`config.mk`:
```
export PLATFORM = sky130hd
export DESIGN_NAME = pipeline_hazard_ctrl
export DESIGN_NICKNAME = d
export VERILOG_FILES = /design/src/rtl/rv32i_pipe_pkg.sv /design/src/rtl/hazard_detect.sv /design/src/rtl/pipeline_hazard_ctrl.sv
export SDC_FILE = /design/constraint.sdc
export NUM_CORES = 1
export LEC_CHECK = 0
export ABC_AREA = 1
export CAP_MARGIN = 0
export CORE_ASPECT_RATIO = 1.1
export CORE_MARGIN = 2
export CORE_UTILIZATION = 46
export DETAILED_ROUTE_END_ITERATION = 8
export PLACE_DENSITY_LB_ADDON = 0.15
export SETUP_SLACK_MARGIN = 0.2
export SLEW_MARGIN = 20
export SYNTH_ARGS = -nofsm -noshare
export SYNTH_HDL_FRONTEND = slang
export SYNTH_SLANG_ARGS = --single-unit
```
`constraint.sdc`:
```
create_clock -name clk -period 1.7 [get_ports clk]
set_clock_uncertainty 0.1 [all_clocks]
set_input_delay 0.17 -clock clk [delete_from_list [all_inputs] [get_ports clk]]
set_output_delay 0.17 -clock clk [all_outputs]
set_load 0.005 [all_outputs]
```
`src/rtl/rv32i_pipe_pkg.sv`:
```
// Types and constants shared by the RV32I pipeline control blocks.
package rv32i_pipe_pkg;

    typedef enum logic [1:0] {
        RUN      = 2'd0,
        MEM_WAIT = 2'd1,
        HALT     = 2'd2
    } ctrl_state_t;

    localparam logic [4:0] REG_X0 = 5'd0;

    // Write-back control word carried in MEM/WB; all-zero means no write-back.
    typedef struct packed {
        logic reg_write;
        logic mem_to_reg;
    } crt_wb_t;

    localparam crt_wb_t CRT_WB_NOP = '0;

    function automatic logic is_wb_bubble(input crt_wb_t wb);
        return wb == CRT_WB_NOP;
    endfunction

endpackage

```
`src/rtl/hazard_detect.sv`:
```
// Load-use comparator: the load in EX writes a register the ID instruction reads.
module hazard_detect
    import rv32i_pipe_pkg::*;
(
    input  logic [4:0] id_rs1,
    input  logic [4:0] id_rs2,
    input  logic       id_ex_memread,
    input  logic [4:0] id_ex_rd,
    output logic       load_use
);

    assign load_use = id_ex_memread && (id_ex_rd != REG_X0) &&
                      ((id_ex_rd == id_rs1) || (id_ex_rd == id_rs2));

endmodule

```
`src/rtl/pipeline_hazard_ctrl.sv`:
```
// Pipeline sequencer: stage enables/flushes for load-use, branch redirect and
// data-memory wait states, with a memory timeout and a saturating stall counter.
module pipeline_hazard_ctrl
    import rv32i_pipe_pkg::*;
#(
    parameter int MEM_TIMEOUT = 16,
    parameter int CNT_W       = 32
) (
    input  logic             clk,
    input  logic             rst,
    input  logic [4:0]       id_rs1,
    input  logic [4:0]       id_rs2,
    input  logic             id_ex_memread,
    input  logic [4:0]       id_ex_rd,
    input  logic             ex_branch_taken,
    input  logic             ex_mem_memread,
    input  logic             ex_mem_memwrite,
    input  logic             dmem_ready,
    output logic             pc_en,
    output logic             if_id_en,
    output logic             id_ex_en,
    output logic             ex_mem_en,
    output logic             mem_wb_en,
    output logic             if_id_flush,
    output logic             id_ex_flush,
    output logic             mem_wb_bubble,
    output logic             dmem_req,
    output logic             mem_fault,
    output logic [CNT_W-1:0] stall_cnt
);

    localparam int                WAIT_W    = $clog2(MEM_TIMEOUT + 1);
    localparam logic [WAIT_W-1:0] WAIT_LAST = WAIT_W'(MEM_TIMEOUT - 1);

    ctrl_state_t       state_reg, state_next;
    logic [WAIT_W-1:0] wait_cnt_reg, wait_cnt_next;
    logic              mem_fault_reg;
    logic [CNT_W-1:0]  stall_cnt_reg;

    logic load_use;
    logic mem_access;
    logic mem_freeze;

    hazard_detect u_hazard_detect (
        .id_rs1        (id_rs1),
        .id_rs2        (id_rs2),
        .id_ex_memread (id_ex_memread),
        .id_ex_rd      (id_ex_rd),
        .load_use      (load_use)
    );

    assign mem_access = ex_mem_memread | ex_mem_memwrite;
    // Once waiting, EX/MEM is frozen, so only dmem_ready decides the release.
    assign mem_freeze = (state_reg == MEM_WAIT) ? !dmem_ready
                                                : (mem_access && !dmem_ready);

    always_ff @(posedge clk or negedge rst) begin
        if (!rst) begin
            state_reg <= RUN;
        end else begin
            state_reg <= state_next;
        end
    end

    always_comb begin
        state_next    = state_reg;
        wait_cnt_next = '0;
        case (state_reg)
            RUN: begin
                if (mem_freeze) begin
                    state_next = MEM_WAIT;
                end
            end
            MEM_WAIT: begin
                if (dmem_ready) begin
                    state_next = RUN;
                end else if (wait_cnt_reg == WAIT_LAST) begin
                    state_next = HALT;
                end else begin
                    wait_cnt_next = wait_cnt_reg + 1'b1;
                end
            end
            HALT:    state_next = HALT;
            default: state_next = RUN;
        endcase
    end

    always_comb begin
        pc_en         = 1'b0;
        if_id_en      = 1'b0;
        id_ex_en      = 1'b0;
        ex_mem_en     = 1'b0;
        mem_wb_en     = 1'b0;
        if_id_flush   = 1'b0;
        id_ex_flush   = 1'b0;
        mem_wb_bubble = 1'b0;
        dmem_req      = 1'b0;
        if (!rst) begin
            if_id_flush   = 1'b1;
            id_ex_flush   = 1'b1;
            mem_wb_bubble = 1'b1;
        end else if (state_reg == HALT) begin
            mem_wb_bubble = 1'b1;
        end else begin
            dmem_req = mem_access;
            if (mem_freeze) begin
                mem_wb_en     = 1'b1;
                mem_wb_bubble = 1'b1;
            end else begin
                pc_en     = 1'b1;
                if_id_en  = 1'b1;
                id_ex_en  = 1'b1;
                ex_mem_en = 1'b1;
                mem_wb_en = 1'b1;
                if (ex_branch_taken) begin
                    if_id_flush = 1'b1;
                    id_ex_flush = 1'b1;
                end else if (load_use) begin
                    pc_en       = 1'b0;
                    if_id_en    = 1'b0;
                    id_ex_flush = 1'b1;
                end
            end
        end
    end

    always_ff @(posedge clk or negedge rst) begin
        if (!rst) begin
            wait_cnt_reg  <= '0;
            mem_fault_reg <= 1'b0;
            stall_cnt_reg <= '0;
        end else begin
            wait_cnt_reg <= wait_cnt_next;
            if (state_reg == MEM_WAIT && state_next == HALT) begin
                mem_fault_reg <= 1'b1;
            end
            if (!pc_en && state_reg != HALT && stall_cnt_reg != '1) begin
                stall_cnt_reg <= stall_cnt_reg + 1'b1;
            end
        end
    end

    assign mem_fault = mem_fault_reg;
    assign stall_cnt = stall_cnt_reg;

endmodule
```
==> results.json, run 1 <==
{
  "cts_tree": "yes",
  "die_x_um": 78.4,
  "clock_path_buffers": 2,
  "slew_viol_final": 0,
  "cts_sinks": 40,
  "cts_htree_levels": 2,
  "switching_share_pct": 31.3,
  "switching_power_w": 0.000962,
  "clockRootBuffer": "clkbuf_8",
  "pwr-share-seq_pct": 37.2,
  "grt_max_degree": 41,
  "initial_core_util_pct": 47.9,
  "hold_path.class": "register to register",
  "regArea_mm2": 0.00101,
  "synth_nets": 435,
  "yosys.cell_types.count": 27,
  "pwr-share-comb_pct": 37.2,
  "synth_area_mm2": 0.00280,
  "timing.hold.ws_ns": 0.368,
  "drc_errors": 0,
  "routed-via-count": 3230,
  "die_y_um": 85.8,
  "largest_reg_flops": 32,
  "setup_slack_ns": -0.142,
  "crit_path_end_kind": "register",
  "top_level_ports": 64,
  "antenna_found_initial": 0,
  "die-area_mm2": 0.00673,
  "ys_ff_latch": 40,
  "multi_input_area_mm2": 0.00178,
  "antenna_cells": 0,
  "wl_per_cell_um": 14.5,
  "fin_setup_tns_ns": -3.88,
  "first_iter_violations": 173,
  "cp_max_fo": 8,
  "final_cell_area_mm2": 0.00450,
  "routed_wl_um": 9080,
  "seq_area_frac_synth_pct": 35.7,
  "antenna_left": 0,
  "start_kind": "register",
  "dp.cells": 580,
  "grt_pass1_wl_um": 14100,
  "synth_cells": 411,
  "synth_warnings": 0,
  "grt_overflow_total": 0,
  "finalSetupViolCount": 38,
  "place.gp.congestion": 0.922,
  "status": "finished, violations left",
  "area_delta_synth_final_pct": 60.7,
  "fill_cells": 441,
  "port_buffers": 63,
  "violations": "negative setup slack",
  "placed_area_mm2": 0.00382,
  "fmax_mhz": 543,
  "power_density_mw_per_mm2": 682,
  "critical_path_class": "register to register",
  "drt-pass1-iter-count": 4,
  "cts.clk_slew.worst_paths_ns": 0.08,
  "p_leak_nw": 2.41,
  "slew_headroom_pct": 64.6,
  "finalHoldViolations": 0,
  "ir_drop_v": 0.000530,
  "avgSynthCellArea_um2": 6.81,
  "power.clock.fraction_pct": 25.6,
  "grt_pass1_vias": 2998,
  "viasPerCell": 5.16,
  "internal_power_w": 0.00211,
  "final_cells": 626,
  "drive_above_1_share_pct": 29.7,
  "cts_buffers": 5,
  "grt_usage_pct": 26.3,
  "nets": 572,
  "clock_latency_ns": 0.30,
  "utilization_pct": 77.0,
  "dp_hpwl_um": 5830,
  "crit_arrival_ns": 1.93,
  "fin_crit_sh_pct": 108,
  "fp-row-count": 29,
  "tightest_slew_ns": 0.532,
  "max_cap_violations": 0,
  "core_region_area_mm2": 0.00584,
  "min_period_ns": 1.84,
  "rsz0062_at_grt": "true",
  "crit_required_ns": 1.79
}
## what timing repair did
| item | 4_1_cts | 5_1_grt |
|---|---|---|
| resized for setup | 95 | 57 |
| endpoints found under the setup margin | 73 | 47 |
| hold buffers | 1 | 0 |
| pin swaps | 6 | 16 |
| endpoints found under the hold margin | 40 | 0 |
| gates cloned | 1 | 4 |
| buffers inserted | 28 | 4 |
## power groups by stage
| stage | Sequential [W] | Clock, W | Combinational (W) |
|---|---|---|---|
| 2_1_floorplan | 0.00118 | 0 | 0.000409 |
| 4_1_cts | 0.00114 | 0.000802 | 0.000986 |
| 3_5_place_dp | 0.00116 | 0 | 0.000862 |
| 6_report | 0.00114 | 0.000785 | 0.00114 |
| 5_1_grt | 0.00116 | 0.000835 | 0.00125 |
| 3_3_place_gp | 0.00116 | 0 | 0.000834 |
## metal layers
metal / track usage, % / vias to the layer above / part of all wire (%)
met5: 0 / - / 0
met4: 7.34 / 0 / 1.7
met3: 3.89 / 16 / 5.9
met2: 44.4 / 116 / 49
met1: 35.5 / 1513 / 43
li1: - / 1585 / -
## worst paths after layout
kind	startpoint	endpoint	slack, ns	depth (start not counted)
worst max-delay path	state_reg[0]	stall_cnt[28]	-0.14	12
worst min-delay path	mem_fault	mem_fault	0.37	2
worst max register to register	state_reg[0]	stall_cnt[28]	-0.14	12
worst min register to register	mem_fault	mem_fault	0.37	2
max in group asynchronous	rst	stall_cnt[2]	0.60	3
min in group asynchronous	rst	stall_cnt[31]	0.49	3
## stage by stage
| step | power (W) | setup WS, ns |
|---|---|---|
| 2_1_floorplan | 0.00159 | 0.134 |
| 3_3_place_gp | 0.00200 | -0.414 |
| 3_5_place_dp | 0.00203 | -0.492 |
| 4_1_cts | 0.00292 | -0.136 |
| 5_1_grt | 0.00324 | -0.259 |
| 6_report | 0.00307 | -0.142 |
## synth_stat cells
master,n,area share (%)
buf_4,2,0.54
inv_1,28,3.8
a21oi_1,2,0.36
dfrtp_1,40,36
nand3_1,9,1.6
xnor2_1,14,4.4
nand2_4,1,0.40
buf_6,3,1.2
nand3_2,3,1.1
inv_2,3,0.40
nand4_1,34,7.6
nand3b_1,4,1.1
nand2_2,11,2.5
nor3_1,5,0.89
nor2_1,61,8.2
nor2_2,2,0.45
o21ai_0,5,0.89
o31ai_1,1,0.27
clkbuf_1,2,0.27
ha_1,2,0.89
and2_1,1,0.22
buf_2,6,1.1
buf_1,1,0.13
nor3_2,2,0.71
xor2_1,14,4.4
nor2_4,1,0.40
nand2_1,154,21
## layout by cell type, fill, tap and decap left out, types with 2 or more instances in the layout
master and instances:
a21oi_1 2, buf_12 3, buf_2 5, buf_4 54, buf_6 22, clkbuf_16 3, clkbuf_8 5, clkdlybuf4s50_1 14
dfrtp_1 36, dfrtp_2 4, dlygate4sd2_1 30, dlymetal6s2s_1 9, inv_1 23, inv_2 7, nand2_1 127, nand2_2 34
nand2_4 4, nand3_1 8, nand3_4 4, nand3b_1 4, nand4_1 34, nor2_1 59, nor2_2 2, nor2_4 3
nor3_1 4, nor3_2 2, o21ai_1 3, xnor2_1 14, xor2_1 14
## final cells by class
cell class              instances  area share [%]
clock buffers                   6            1.61
clock inverters                 2           0.778
inverters                      31            2.64
multi-input cells             326            39.5
flip-flops and latches         40            22.4
well taps                      77            2.14
repair buffers                144            30.9
## critical path, cell delays in order (launching register included)
cell	delay (ns)
dfrtp_1	0.39
inv_2	0.06
nor3_4	0.20
nor2_2	0.08
nand2_4	0.08
nor2_4	0.04
buf_6	0.12
nand2_8	0.06
buf_8	0.13
nand3_4	0.13
clkbuf_16	0.23
nand2_2	0.06
nand2_1	0.05
## kinds of logic after synthesis
| logic type | count (synthesis) | share of synthesized area [%] |
|---|---|---|
| flip-flops | 40 | 35.7 |
| XOR/XNOR | 28 | 8.76 |
| adder cells (fa/ha/maj) | 2 | 0.894 |
| buffers and inverters | 45 | 7.37 |
| AO/OA/AOI/OAI | 8 | 1.52 |
| AND/OR/NAND/NOR | 288 | 45.7 |
Power figures use the tool's default switching activity.
==> inputs of run 2 (changes only) <==
--- a/config.mk
+++ b/config.mk
@@ -9,7 +9,7 @@
 export CAP_MARGIN = 0
 export CORE_ASPECT_RATIO = 1.1
 export CORE_MARGIN = 2
-export CORE_UTILIZATION = 46
+export CORE_UTILIZATION = 55
 export DETAILED_ROUTE_END_ITERATION = 8
 export PLACE_DENSITY_LB_ADDON = 0.15
 export SETUP_SLACK_MARGIN = 0.2
==> constraint.sdc (replaced) <==
create_clock -name clk -period 2.4 [get_ports clk]
set_clock_uncertainty 0.1 [all_clocks]
set_input_delay 0.24 -clock clk [delete_from_list [all_inputs] [get_ports clk]]
set_output_delay 0.24 -clock clk [all_outputs]
set_load 0.005 [all_outputs]
==> results.json, run 2 (synthesis gave the netlist of run 1 again) <==
{
  "hold_path.class": "primary input to async pin",
  "slew_viol_final": 0,
  "initial_core_util_pct": 56.4,
  "start_kind": "primary input",
  "slowest_delay_ns": 0.50,
  "fin_crit_sh_pct": 91.3,
  "grt_overflow_total": 0,
  "antenna_cells": 0,
  "final_cells": 543,
  "cts_tree": "yes",
  "cts_buffers": 5,
  "place.gp.congestion": 0.911,
  "grt_max_degree": 36,
  "crit_chain": "clkdlybuf4s50_1, nor2_2, nor2_1, nor2_2, nand2_2, nor2_4, nand2_4, inv_1, clkdlybuf4s50_1",
  "grt_pass1_vias": 2754,
  "power_w": 0.00191,
  "clockRootBuffer": "clkbuf_8",
  "regArea_mm2": 0.00100,
  "dp.cells": 529,
  "fmax_mhz": 456,
  "finalSetupViolCount": 0,
  "nets": 508,
  "max_cap_violations": 0,
  "finalHoldViolations": 0,
  "timing.hold.ws_ns": 0.353,
  "status": "finished, final reports clean",
  "clock_latency_ns": 0.30,
  "ir_drop_v": 0.000495,
  "rsz0062_at_grt": "true",
  "top_level_ports": 64,
  "viasPerCell": 5.33,
  "cts_htree_levels": 2,
  "clock_path_buffers": 2,
  "cp_slowest_cell": "clkdlybuf4s50_1",
  "die-area_mm2": 0.00568,
  "p_leak_nw": 1.77,
  "crit_arrival_ns": 1.85,
  "routed-via-count": 2894,
  "crit_path_end_kind": "output pin",
  "tightest_slew_ns": 0.625,
  "multi_input_area_mm2": 0.00163,
  "slew_headroom_pct": 58.0,
  "power_density_mw_per_mm2": 516,
  "drive_above_1_share_pct": 11.8,
  "crit_required_ns": 2.06,
  "final_common_cell": "nand2_1",
  "fp-row-count": 27,
  "drc_errors": 0,
  "largest_reg_flops": 32,
  "die_y_um": 78.8,
  "die_x_um": 72.0,
  "antenna_left": 0,
  "dp_slack_ns": 0.0798,
  "fin_setup_tns_ns": 0,
  "wl_per_cell_um": 13.7,
  "area_delta_synth_final_pct": 32.2,
  "core_region_area_mm2": 0.00497,
  "port_buffers": 63,
  "grt_usage_pct": 27.1,
  "cp_max_fo": 3,
  "dp_hpwl_um": 5630,
  "cts_sinks": 40,
  "antenna_found_initial": 0,
  "final_cell_mix": "152 x nand2_1, 58 x nor2_1, 55 x clkdlybuf4s50_1",
  "routed_wl_um": 7410,
  "min_period_ns": 2.19,
  "grt_pass1_wl_um": 12200,
  "crit_buf_inv": 3,
  "cts.clk_slew.worst_paths_ns": 0.09,
  "fill_cells": 420,
  "critical_path_class": "primary input to output pin",
  "setup_slack_ns": 0.209,
  "first_iter_violations": 138,
  "drt-pass1-iter-count": 4,
  "cpLargestDelayFamily": "buffers and inverters"
}
run 2: path summary, 6_finish.rpt:
| kind | from | endpoint | slack [ns] | cells after the start |
|---|---|---|---|---|
| max in group asynchronous | rst | stall_cnt[28] | 1.57 | 3 |
| worst max register to register | stall_cnt[0] | stall_cnt[1] | 0.39 | 10 |
| worst min register to register | wait_cnt_reg[0] | wait_cnt_reg[0] | 0.37 | 1 |
| worst max-delay path | ex_mem_memread | if_id_en | 0.21 | 9 |
| min in group clk | wait_cnt_reg[0] | wait_cnt_reg[0] | 0.37 | 1 |
| worst min-delay path | rst | stall_cnt[14] | 0.35 | 3 |
run 2: where the power goes:
part           switching (W)  internal (W)  leakage (nW)  total [W]
Sequential         0.0000877      0.000734         0.542   0.000821
Combinational       0.000243      0.000271          1.17   0.000514
Clock               0.000260      0.000313        0.0583   0.000573
run 2: layout make-up:
type / count / area share (%)
Clock buffer: 5 / 1.86
Clock inverter: 3 / 1.28
Inverter: 31 / 3.14
Multi-Input combinational cell: 326 / 44.0
Sequential cell: 40 / 27.0
Tap cell: 58 / 1.96
Timing Repair Buffer: 80 / 20.7
run 2: worst min-delay path, stage by stage:
cell,delay [ns]
dlygate4sd3_1,0.52
buf_2,0.12
buf_4,0.25
run 2: what timing repair did:
| item | in CTS | in global routing |
|---|---|---|
| pin swaps | 3 | 6 |
| hold buffers | 1 | 0 |
| buffers inserted | 2 | 3 |
| endpoints found under the setup margin | 3 | 17 |
| endpoints found under the hold margin | 40 | 0 |
| resized for setup | 11 | 9 |
run 2: metrics by stage:
step / area (um^2) / util, %
after floorplan: 2800 / -
after global placement: 3490 / 70.3
after detailed placement: 3490 / 70.3
after CTS: 3650 / 73.5
after global routing: 3700 / 74.5
final: 3700 / 74.5
run 2: metal layers:
metal	up-vias	part of all wire (%)	GRT usage, %
met3	12	6.5	5.46
met1	1340	42	31.9
li1	1456	-	-
met4	0	2.0	10.2
met2	86	49	48.1
met5	-	0	0
==> inputs of run 3 (changes only) <==
--- a/config.mk
+++ b/config.mk
@@ -13,7 +13,6 @@
 export DETAILED_ROUTE_END_ITERATION = 8
 export PLACE_DENSITY_LB_ADDON = 0.15
 export SETUP_SLACK_MARGIN = 0.2
-export SLEW_MARGIN = 20
 export SYNTH_ARGS = -nofsm -noshare
 export SYNTH_HDL_FRONTEND = slang
 export SYNTH_SLANG_ARGS = --single-unit
==> results of run 3 <==
No change in the layout: final DEF, timing and power equal those of run 2.
